`config.mk`:
```
export PLATFORM = sky130hd
export DESIGN_NAME = entry_ctrl
export DESIGN_NICKNAME = d
export VERILOG_FILES = /design/src/rtl/entry_pkg.sv /design/src/rtl/entry_key_decode.sv /design/src/rtl/entry_ctrl.sv
export SDC_FILE = /design/constraint.sdc
export NUM_CORES = 1
export LEC_CHECK = 0
export CAP_MARGIN = 5
export CORE_ASPECT_RATIO = 1.1
export CORE_MARGIN = 2
export CORE_UTILIZATION = 57
export CTS_BUF_LIST = sky130_fd_sc_hd__clkbuf_8
export CTS_CLUSTER_DIAMETER = 100
export DETAILED_ROUTE_END_ITERATION = 6
export GPL_ROUTABILITY_DRIVEN = 1
export GPL_TIMING_DRIVEN = 0
export HOLD_SLACK_MARGIN = 0.03
export PLACE_DENSITY = 0.89
export SYNTH_ARGS = -nofsm -noshare
export SYNTH_HDL_FRONTEND = slang
export SYNTH_HIERARCHICAL = 1
export SYNTH_SLANG_ARGS = --single-unit
```
`constraint.sdc`:
```
create_clock -name clk -period 4.55 [get_ports clk]
set_input_delay 0.455 -clock clk [delete_from_list [all_inputs] [get_ports clk]]
set_output_delay 0.455 -clock clk [all_outputs]
set_load 0.05 [all_outputs]
```
`src/rtl/entry_pkg.sv`:
```
// Shared types and encodings for the operand-entry sequencer.
package entry_pkg;

    typedef enum logic [2:0] {
        S_A      = 3'd0,
        S_B      = 3'd1,
        S_CALC   = 3'd2,
        S_WAIT   = 3'd3,
        S_SHOW   = 3'd4,
        S_RELOAD = 3'd5
    } entry_state_t;

    typedef enum logic {
        OP_ADD = 1'b0,
        OP_SUB = 1'b1
    } op_t;

    localparam logic [3:0] CMD_ADD = 4'h0;
    localparam logic [3:0] CMD_SUB = 4'h1;
    localparam logic [3:0] CMD_EQ  = 4'h2;
    localparam logic [3:0] CMD_CLR = 4'h3;

    localparam logic [1:0] DISP_A   = 2'd0;
    localparam logic [1:0] DISP_B   = 2'd1;
    localparam logic [1:0] DISP_RES = 2'd2;

    function automatic logic [1:0] disp_of(input entry_state_t s);
        case (s)
            S_B:                    return DISP_B;
            S_CALC, S_WAIT, S_SHOW: return DISP_RES;
            default:                return DISP_A;
        endcase
    endfunction

endpackage

```
`src/rtl/entry_key_decode.sv`:
```
// Combinational classification of a keypad event into digit / op / equals / clear.
module entry_key_decode
    import entry_pkg::*;
(
    input  logic       key_is_cmd,
    input  logic [3:0] key_code,
    output logic       is_digit,
    output logic       is_op,
    output logic       is_eq,
    output logic       is_clr
);

    assign is_digit = !key_is_cmd;
    assign is_op    = key_is_cmd && ((key_code == CMD_ADD) || (key_code == CMD_SUB));
    assign is_eq    = key_is_cmd && (key_code == CMD_EQ);
    assign is_clr   = key_is_cmd && (key_code == CMD_CLR);

endmodule

```
`src/rtl/entry_ctrl.sv`:
```
// Operand-entry sequencer: keypad events -> operand register strobes, ALU start, display select.
// Optional ENTRY_CTRL_AUTO_ADVANCE_EN: a full operand A moves entry to B without an op key.
//
// state    | meaning
// S_A      | entering operand A
// S_B      | entering operand B
// S_CALC   | issue ALU start
// S_WAIT   | await ALU result
// S_SHOW   | result displayed
// S_RELOAD | write the digit captured in S_SHOW into A
module entry_ctrl
    import entry_pkg::*;
#(
    parameter int MAX_DIGITS = 2
) (
    input  logic       clk,
    input  logic       reset_n,
    input  logic       key_valid,
    input  logic       key_is_cmd,
    input  logic [3:0] key_code,
    output logic       key_ready,
    input  logic       calc_done,
    output logic [3:0] digit_out,
    output logic       a_write_en,
    output logic       b_write_en,
    output logic       a_clear,
    output logic       b_clear,
    output logic       op_sel,
    output logic       calc_start,
    output logic [1:0] disp_sel,
    output logic       overflow
);

    localparam int DW = $clog2(MAX_DIGITS + 1);
    localparam logic [DW-1:0] DMAX = DW'(MAX_DIGITS);

    entry_state_t  state_q, state_d;
    logic [DW-1:0] dcnt_q, dcnt_d;
    logic [3:0]    pend_q, pend_d;
    logic [3:0]    digit_q, digit_d;
    op_t           op_q, op_d;
    logic          ready_q, ready_d;
    logic [1:0]    disp_q, disp_d;
    logic          a_we_q, a_we_d, b_we_q, b_we_d;
    logic          a_clr_q, a_clr_d, b_clr_q, b_clr_d;
    logic          start_q, start_d, ovf_q, ovf_d;

    logic is_digit, is_op, is_eq, is_clr, accept;

    entry_key_decode u_dec (
        .key_is_cmd (key_is_cmd),
        .key_code   (key_code),
        .is_digit   (is_digit),
        .is_op      (is_op),
        .is_eq      (is_eq),
        .is_clr     (is_clr)
    );

    // Keys arriving while key_ready is low are dropped, CLEAR included.
    assign accept = key_valid && ready_q;

    always_comb begin
        state_d = state_q;
        dcnt_d  = dcnt_q;
        pend_d  = pend_q;
        digit_d = digit_q;
        op_d    = op_q;
        a_we_d  = 1'b0;
        b_we_d  = 1'b0;
        a_clr_d = 1'b0;
        b_clr_d = 1'b0;
        start_d = 1'b0;
        ovf_d   = 1'b0;

        if (accept && is_clr) begin
            a_clr_d = 1'b1;
            b_clr_d = 1'b1;
            dcnt_d  = '0;
            state_d = S_A;
        end else begin
            case (state_q)
                S_A, S_B: begin
                    if (accept && is_digit) begin
                        if (dcnt_q < DMAX) begin
                            digit_d = key_code;
                            dcnt_d  = dcnt_q + DW'(1);
                            if (state_q == S_A) a_we_d = 1'b1;
                            else                b_we_d = 1'b1;
`ifdef ENTRY_CTRL_AUTO_ADVANCE_EN
                            if ((state_q == S_A) && (dcnt_q == DMAX - DW'(1))) begin
                                dcnt_d  = '0;
                                b_clr_d = 1'b1;
                                state_d = S_B;
                            end
`endif
                        end else begin
                            ovf_d = 1'b1;
                        end
                    end else if (accept && is_op) begin
                        if (state_q == S_B) begin
                            op_d = op_t'(key_code[0]);
                        end else if (dcnt_q != '0) begin
                            op_d    = op_t'(key_code[0]);
                            b_clr_d = 1'b1;
                            dcnt_d  = '0;
                            state_d = S_B;
                        end
                    end else if (accept && is_eq && (state_q == S_B) && (dcnt_q != '0)) begin
                        state_d = S_CALC;
                    end
                end
                S_CALC: begin
                    start_d = 1'b1;
                    state_d = S_WAIT;
                end
                S_WAIT: begin
                    if (calc_done) state_d = S_SHOW;
                end
                S_SHOW: begin
                    if (accept && is_digit) begin
                        pend_d  = key_code;
                        a_clr_d = 1'b1;
                        b_clr_d = 1'b1;
                        state_d = S_RELOAD;
                    end
                end
                S_RELOAD: begin
                    a_we_d  = 1'b1;
                    digit_d = pend_q;
                    dcnt_d  = DW'(1);
                    state_d = S_A;
                end
                default: state_d = S_A;
            endcase
        end

        ready_d = (state_d != S_CALC) && (state_d != S_RELOAD);
        disp_d  = disp_of(state_d);
    end

    always_ff @(posedge clk or negedge reset_n) begin
        if (!reset_n) begin
            state_q <= S_A;
            dcnt_q  <= '0;
            pend_q  <= '0;
            digit_q <= '0;
            op_q    <= OP_ADD;
            ready_q <= 1'b1;
            disp_q  <= DISP_A;
            a_we_q  <= 1'b0;
            b_we_q  <= 1'b0;
            a_clr_q <= 1'b0;
            b_clr_q <= 1'b0;
            start_q <= 1'b0;
            ovf_q   <= 1'b0;
        end else begin
            state_q <= state_d;
            dcnt_q  <= dcnt_d;
            pend_q  <= pend_d;
            digit_q <= digit_d;
            op_q    <= op_d;
            ready_q <= ready_d;
            disp_q  <= disp_d;
            a_we_q  <= a_we_d;
            b_we_q  <= b_we_d;
            a_clr_q <= a_clr_d;
            b_clr_q <= b_clr_d;
            start_q <= start_d;
            ovf_q   <= ovf_d;
        end
    end

    assign key_ready  = ready_q;
    assign digit_out  = digit_q;
    assign a_write_en = a_we_q;
    assign b_write_en = b_we_q;
    assign a_clear    = a_clr_q;
    assign b_clear    = b_clr_q;
    assign op_sel     = op_q;
    assign calc_start = start_q;
    assign disp_sel   = disp_q;
    assign overflow   = ovf_q;

endmodule

```
==> key figures, run 1 <==
Detailed routing
  • Routed wire length: between 2000 and 2500 um
  • Antenna Nets Post-Route: 0
  • Average wire per standard cell: between 15 and 20 um
  • Initial DRC count: 46
  • Via/cell ratio: about 5.9
  • Pre-Repair DR Iteration Count: 4
  • Via count: about 950
  • Drt drc: 0

Setup path
  • Startpoint types: input port
  • Slowest stage delay, CP: about 0.78 ns
  • Crit path max-delay cell type: nor4_1
  • Worst reg-to-reg path cell count: 4
  • Worst-path cell chain: clkdlybuf4s50_1, inv_1, nor4_1, nand3_1, o21ai_0, o221ai_1, mux2i_1
  • Crit path max fanout: 6
  • Worst EP required: between 4 and 5 ns
  • Crit path launch: key_code[0]
  • R2R Setup Slk: between 2 and 3 ns
  • CP Capture Point: dcnt_q[0]
  • Worst r2r src: key_ready
  • FF-to-FF End: digit_out[1]
  • Critical Path AT: approximately 2.8 ns
  • CP Class: input port to register
  • Setup crit end kind: register

Timing
  • Fin. max-slew vios: 0
  • Final Cycle Share: 57.26%
  • Slew @ Worst Pin: approximately 0.97 ns
  • Peak Freq: about 380 MHz
  • Finish-stage setup viols: 0
  • Min Tclk post-route: 2.605 ns
  • RSZ-0062 raised after global routing: false
  • Setup TNS: 0 ns
  • Worst Slack Setup Final: approximately 1.9 ns
  • Worst relative slew slack: a little over a third
  • Final hold vios: 0
  • Layout Skew: approximately 0.0037 ns

Final layout
  • Core Util, Final: about three quarters
  • N_diodes: 0
  • Fill count: ~150
  • Nets: roughly 140
  • Layout cells sized above 1: 15.27%
  • Area grow syn2layout: 25.34%

Floorplanning
  • Die height: about 52 um
  • Site Rows: 17
  • Core ar.: a little under 0.002 mm^2
  • Initial cell density of the core: between 50% and 60%
  • # IOs: 23
  • Die width: 47.47 um
  • Die area: 0.002460 mm^2

Power
  • Total chip power: roughly 560 uW
  • Peak supply drop: between 0.3 and 0.4 mV
  • Leak: about 0.00067 uW
  • P per Cell Area: around 380 mW/mm^2

Synthesis
  • Top_reg_cell synth: dfrtp_1
  • Post-synth cell types: 42
  • Async S/R FF share, synth: between 90% and 100%
  • Syn Nets: roughly 120
  • Synth Instances: 105
  • Avg Cell Area, Syn: around 11 um^2
  • FF+latch count, synth: 23
  • Sequential share of the synthesized area: about half
  • Post-Synthesis Cell Area: roughly 0.0012 mm^2
  • Post-synth EDFFs: 0
  • Syn. warnings: 6

CTS
  • Num Clock Sinks: 23
  • H-tree depth: 1
  • Post-CTS Resized: 0
  • Clk slew on worst S/H paths: 0.08 ns
  • Clock Latency Late Sink: roughly 0.26 ns
  • CTS Root Cell: clkbuf_8
  • Total setup buffers inserted after CTS: 0
  • Total clock buffers created by CTS: 3
  • Clk buf depth: 2
  • Hold_buf cts: 0
  • CTS tree: yes

GRT
  • Vias in the first global route: 911
  • GRT Util Overall: between 20% and 30%
  • Largest net degree at the start of global routing: 24
  • Antenna violations before repair: 0
  • First-pass GRT wire length: between 3000 and 4000 um
  • Global route total overflow: 0

Place
  • DPL Wire Length: ~1700 um
  • Post-Place Worst Slack: roughly 1.8 ns
  • Gp weighted congestion: around 0.8
  • Input/output buffers: 22

Run
  • Max-Cap Viols: 0

Outcome
  • Run status: finished, final reports clean

Worst hold path
  • Hold Path Class: register to register
[worst min path at each step]
stage	start	to	slack [ns]	cells past startpoint
floorplan	reset_n	a_clear	0.16	0
global placement	dcnt_q[1]	b_write_en	0.46	1
detailed placement	dcnt_q[1]	b_write_en	0.47	1
CTS	dcnt_q[1]	b_write_en	0.49	1
global route	dcnt_q[1]	b_write_en	0.51	1
finish	dcnt_q[1]	b_write_en	0.48	1
[final cells by class]
| class | instances | area (um^2) | share of cell area, % |
|---|---|---|---|
| inverter | 5 | 18.77 | 1.264 |
| clock buffer | 3 | 41.29 | 2.780 |
| sequential | 23 | 576.8 | 38.84 |
| buffer | 3 | 13.76 | 0.9267 |
| clock inverter | 1 | 3.754 | 0.2527 |
| timing repair buffer | 22 | 220.2 | 14.83 |
| multi-input combinational | 74 | 575.6 | 38.75 |
| tap | 28 | 35.03 | 2.359 |
[critical path: cells and delay by family]
kind	cells	cell delay, ns
AND/OR/NAND/NOR	2	1.15
buffers and inverters	2	0.61
AO/OA/AOI/OAI	2	0.37
multiplexers	1	0.16
[through the flow]
step                hold WS [ns]  std cells  cell area [um^2]
floorplan                 0.1594        105              1185
global placement          0.4575        155              1440
detailed placement        0.4748        155              1440
CTS                       0.4865        159              1485
global route              0.5127        159              1485
finish                    0.4826        159              1485
[cells in the final DEF, fill, tap and decap left out, types with 3 or more instances in the layout]
master,instances
clkbuf_8,3
clkdlybuf4s50_1,22
nor2b_1,3
nand2_1,6
nor2_1,6
dfrtp_1,22
mux2_2,9
mux2_1,4
nor3_1,4
o21ai_0,4
inv_1,6
[metal layers]
| metal | vias up | part of all wire [%] | track usage [%] |
|---|---|---|---|
| li1 | 439 | - | - |
| met1 | 449 | 42 | 28.77 |
| met2 | 52 | 50 | 38.74 |
| met3 | 6 | 6.0 | 3.472 |
| met4 | 0 | 1.3 | 8.333 |
| met5 | - | 0 | 0 |
[synthesized netlist by cell type, drive strengths merged (3+ instances only)]
master   n  area (um^2)
nor2     6        22.52
inv      5        18.77
o21ai    4        20.02
nor2b    3        18.77
nand2    6        22.52
nand3    3        20.02
dfrtp   22        550.5
mux2    13        146.4
nor3     5        30.03
[sequential cells by signal, summed over array words and instances, names as in the netlist, 2 cells and up]
signal     flops
state_q        3
digit_out      4
pend_q         4
dcnt_q         2
disp_sel       2
[power by group]
group / switching [uW] / internal, uW
clock network: 64.9 / 60.3
logic: 117 / 73.1
registers: 13.6 / 229
[cells by family (layout without fill, tap and decap cells)]
kind of cell             count (synthesis)  in the layout  synth area share [%]
buffers and inverters                    8             34                 2.745
multiplexers                            15             15                 14.04
AO/OA/AOI/OAI                           16             16                 10.98
adder cells (fa/ha/maj)                  1              1                 1.056
AND/OR/NAND/NOR                         42             42                 22.49
flip-flops                              23             23                 48.68
Power figures use the tool's default switching activity.
==> run 2: changes to the inputs <==
--- a/config.mk
+++ b/config.mk
@@ -8,14 +8,14 @@
 export CAP_MARGIN = 5
 export CORE_ASPECT_RATIO = 1.1
 export CORE_MARGIN = 2
-export CORE_UTILIZATION = 57
+export CORE_UTILIZATION = 53
 export CTS_BUF_LIST = sky130_fd_sc_hd__clkbuf_8
 export CTS_CLUSTER_DIAMETER = 100
 export DETAILED_ROUTE_END_ITERATION = 6
 export GPL_ROUTABILITY_DRIVEN = 1
 export GPL_TIMING_DRIVEN = 0
 export HOLD_SLACK_MARGIN = 0.03
-export PLACE_DENSITY = 0.89
+export PLACE_DENSITY = 0.83
 export SYNTH_ARGS = -nofsm -noshare
 export SYNTH_HDL_FRONTEND = slang
 export SYNTH_HIERARCHICAL = 1
==> constraint.sdc (replaced) <==
create_clock -name clk -period 2.5 [get_ports clk]
set_input_delay 0.25 -clock clk [delete_from_list [all_inputs] [get_ports clk]]
set_output_delay 0.25 -clock clk [all_outputs]
set_load 0.05 [all_outputs]
==> run 2 against run 1 <==
Effect of this change:
- sequential power up 82%
- highest routed layer unchanged
- sequential cell count unchanged
- largest cell class unchanged
- clock power up 79%
- sequential share of layout area unchanged
- critical path depth unchanged
- global-route usage down 2.4 points
- worst setup slack worse by 1.7 ns
- count of clock-buffer cells in the layout unchanged
- via count down 3.4%
- register-to-register slack worse by 2.1 ns
==> key figures, run 2 (synthesis gave the netlist of run 1 again) <==
Floorplanning
  • Site Rows: 17 (unchanged)
  • Initial cell density of the core: 57.43% (was 59.90%)
  • Die width: 49.08 um (was 47.47 um)
  • Die height: 53.59 um (was 51.82 um)
  • Core ar.: 0.002063 mm^2 (was 0.001978 mm^2)
  • Die area: 0.002630 mm^2 (was 0.002460 mm^2)
  • # IOs: 23 (unchanged)

Setup path
  • Crit path launch: key_code[0] (unchanged)
  • Worst r2r src: dcnt_q[1] (was key_ready)
  • Family with the most delay on the worst path: simple AND/OR/NAND/NOR gates (unchanged)
  • Crit path max-delay cell type: nor4_1 (unchanged)
  • Startpoint types: input port (unchanged)
  • Slowest stage delay, CP: 0.71 ns (was 0.78 ns)
  • Worst Path Buf+Inv: 2 (unchanged)
  • Setup crit end kind: register (unchanged)
  • Critical Path AT: 2.43 ns (was 2.75 ns)
  • Crit path max fanout: 6 (unchanged)
  • CP Class: input port to register (unchanged)
  • Worst EP required: 2.64 ns (was 4.69 ns)
  • Worst-path cell chain: clkdlybuf4s50_1, inv_1, nor4_1, nand3_1, o21ai_0, o221ai_1, mux2i_1 (unchanged)

Detailed routing
  • Average wire per standard cell: 15.10 um (was 15.09 um)
  • Antenna Nets Post-Route: 0 (unchanged)
  • Drt drc: 0 (unchanged)
  • Initial DRC count: 13 (was 46)
  • Pre-Repair DR Iteration Count: 4 (unchanged)
  • Routed wire length: 2401 um (was 2400 um)
  • Via/cell ratio: 5.748 (was 5.950)
  • Via count: 914 (was 946)

Timing
  • Final hold vios: 0 (unchanged)
  • Worst hold margin: 0.4844 ns (was 0.4826 ns)
  • Setup TNS: 0 ns (unchanged)
  • Slew @ Worst Pin: 0.9682 ns (was 0.9702 ns)
  • Peak Freq: around 440 MHz
  • Final Cycle Share: ~92%
  • RSZ-0062 raised after global routing: false (unchanged)
  • Fin. max-slew vios: 0 (unchanged)
  • Finish-stage setup viols: 0 (unchanged)
  • Layout Skew: 0.0009771 ns (was 0.003750 ns)
  • Worst relative slew slack: 35.25% (was 35.12%)
  • Min Tclk post-route: 2.288 ns

CTS
  • Clock Latency Late Sink: 0.26 ns (about the same)
  • CTS Root Cell: clkbuf_8 (unchanged)
  • Clk buf depth: 2 (unchanged)
  • Clk slew on worst S/H paths: 0.08 ns (about the same)
  • CTS tree: yes (unchanged)
  • Post-CTS Resized: 0 (unchanged)
  • H-tree depth: 1 (unchanged)
  • Total setup buffers inserted after CTS: 0 (unchanged)
  • Total clock buffers created by CTS: 3 (unchanged)
  • Num Clock Sinks: 23 (unchanged)
  • Hold_buf cts: 0 (unchanged)

GRT
  • Global route total overflow: 0 (unchanged)
  • Largest net degree at the start of global routing: 24 (unchanged)
  • Antenna violations before repair: 0 (unchanged)
  • Vias in the first global route: 884 (was 911)
  • First-pass GRT wire length: 4057 um (was 3981 um)
  • GRT Util Overall: 20.58% (was 22.94%)

Final layout
  • Layout cells sized above 1: 15.27% (unchanged)
  • Core Util, Final: 71.98% (was 75.08%)
  • Nets: 142 (unchanged)
  • Final non-filler cell total: 159 (unchanged)
  • N_diodes: 0 (unchanged)
  • Most frequent cells in the layout: dfrtp_1, clkdlybuf4s50_1, mux2_2 (unchanged)
  • Area grow syn2layout: 25.34% (unchanged)

Run
  • Max-Cap Viols: 0 (unchanged)

Worst hold path
  • Hold Path Class: register to register (unchanged)
  • Min-delay src: dcnt_q[1] (unchanged)

Place
  • DPL Wire Length: 1712 um (was 1723 um)
  • Placed cells: 155 (unchanged)
  • Input/output buffers: 22 (unchanged)
  • Gp weighted congestion: 0.8366 (was 0.7996)

Power
  • P per Cell Area: 680.5 mW/mm^2 (was 375.6 mW/mm^2)
  • Leak: 0.0006667 uW (unchanged)
  • Total chip power: 1011 uW (was 557.8 uW)
  • Peak supply drop: 0.5014 mV (was 0.3120 mV)

Outcome
  • Run status: finished, final reports clean (unchanged)
[run 2: cell type report]
type | count | area (um^2)
buffer | 3 | 13.76
clock buffer | 3 | 41.29
clock inverter | 1 | 3.754
fill | 159 | 578.1
inverter | 5 | 18.77
multi-input combinational | 74 | 575.6
sequential | 23 | 576.8
tap | 28 | 35.03
timing repair buffer | 22 | 220.2
[run 2: routing by layer]
metal  vias to the layer above  GRT usage [%]  wire, um
li1                        439              -         -
met1                       442          27.04      1096
met2                        27          34.23      1157
met3                         6          2.500        94
met4                         0          10.48        52
met5                         -              0         0
[run 2: worst paths after layout]
check	slack [ns]	cells after the start	end
worst max register to register	0.46	6	disp_sel[0]
max in group asynchronous	1.39	1	digit_out[3]
worst min-delay path	0.48	1	b_write_en
min in group asynchronous	0.52	1	dcnt_q[0]
worst min register to register	0.48	1	b_write_en
worst max-delay path	0.21	7	dcnt_q[1]
[run 2: metrics by stage]
| stage | setup WS, ns | area, um^2 |
|---|---|---|
| detailed placement | 0.006929 | 1440 |
| global route | 0.04553 | 1485 |
| finish | 0.2125 | 1485 |
| floorplan | 0.4556 | 1185 |
| global placement | 0.02004 | 1440 |
| CTS | 0.1985 | 1485 |
[run 2: power by group]
| part | total [uW] | switching, uW | leakage, uW | internal, uW |
|---|---|---|---|---|
| logic | 343 | 210 | 0.000345 | 133 |
| clock network | 224 | 115 | 0.0000269 | 110 |
| registers | 443 | 25.9 | 0.000295 | 418 |
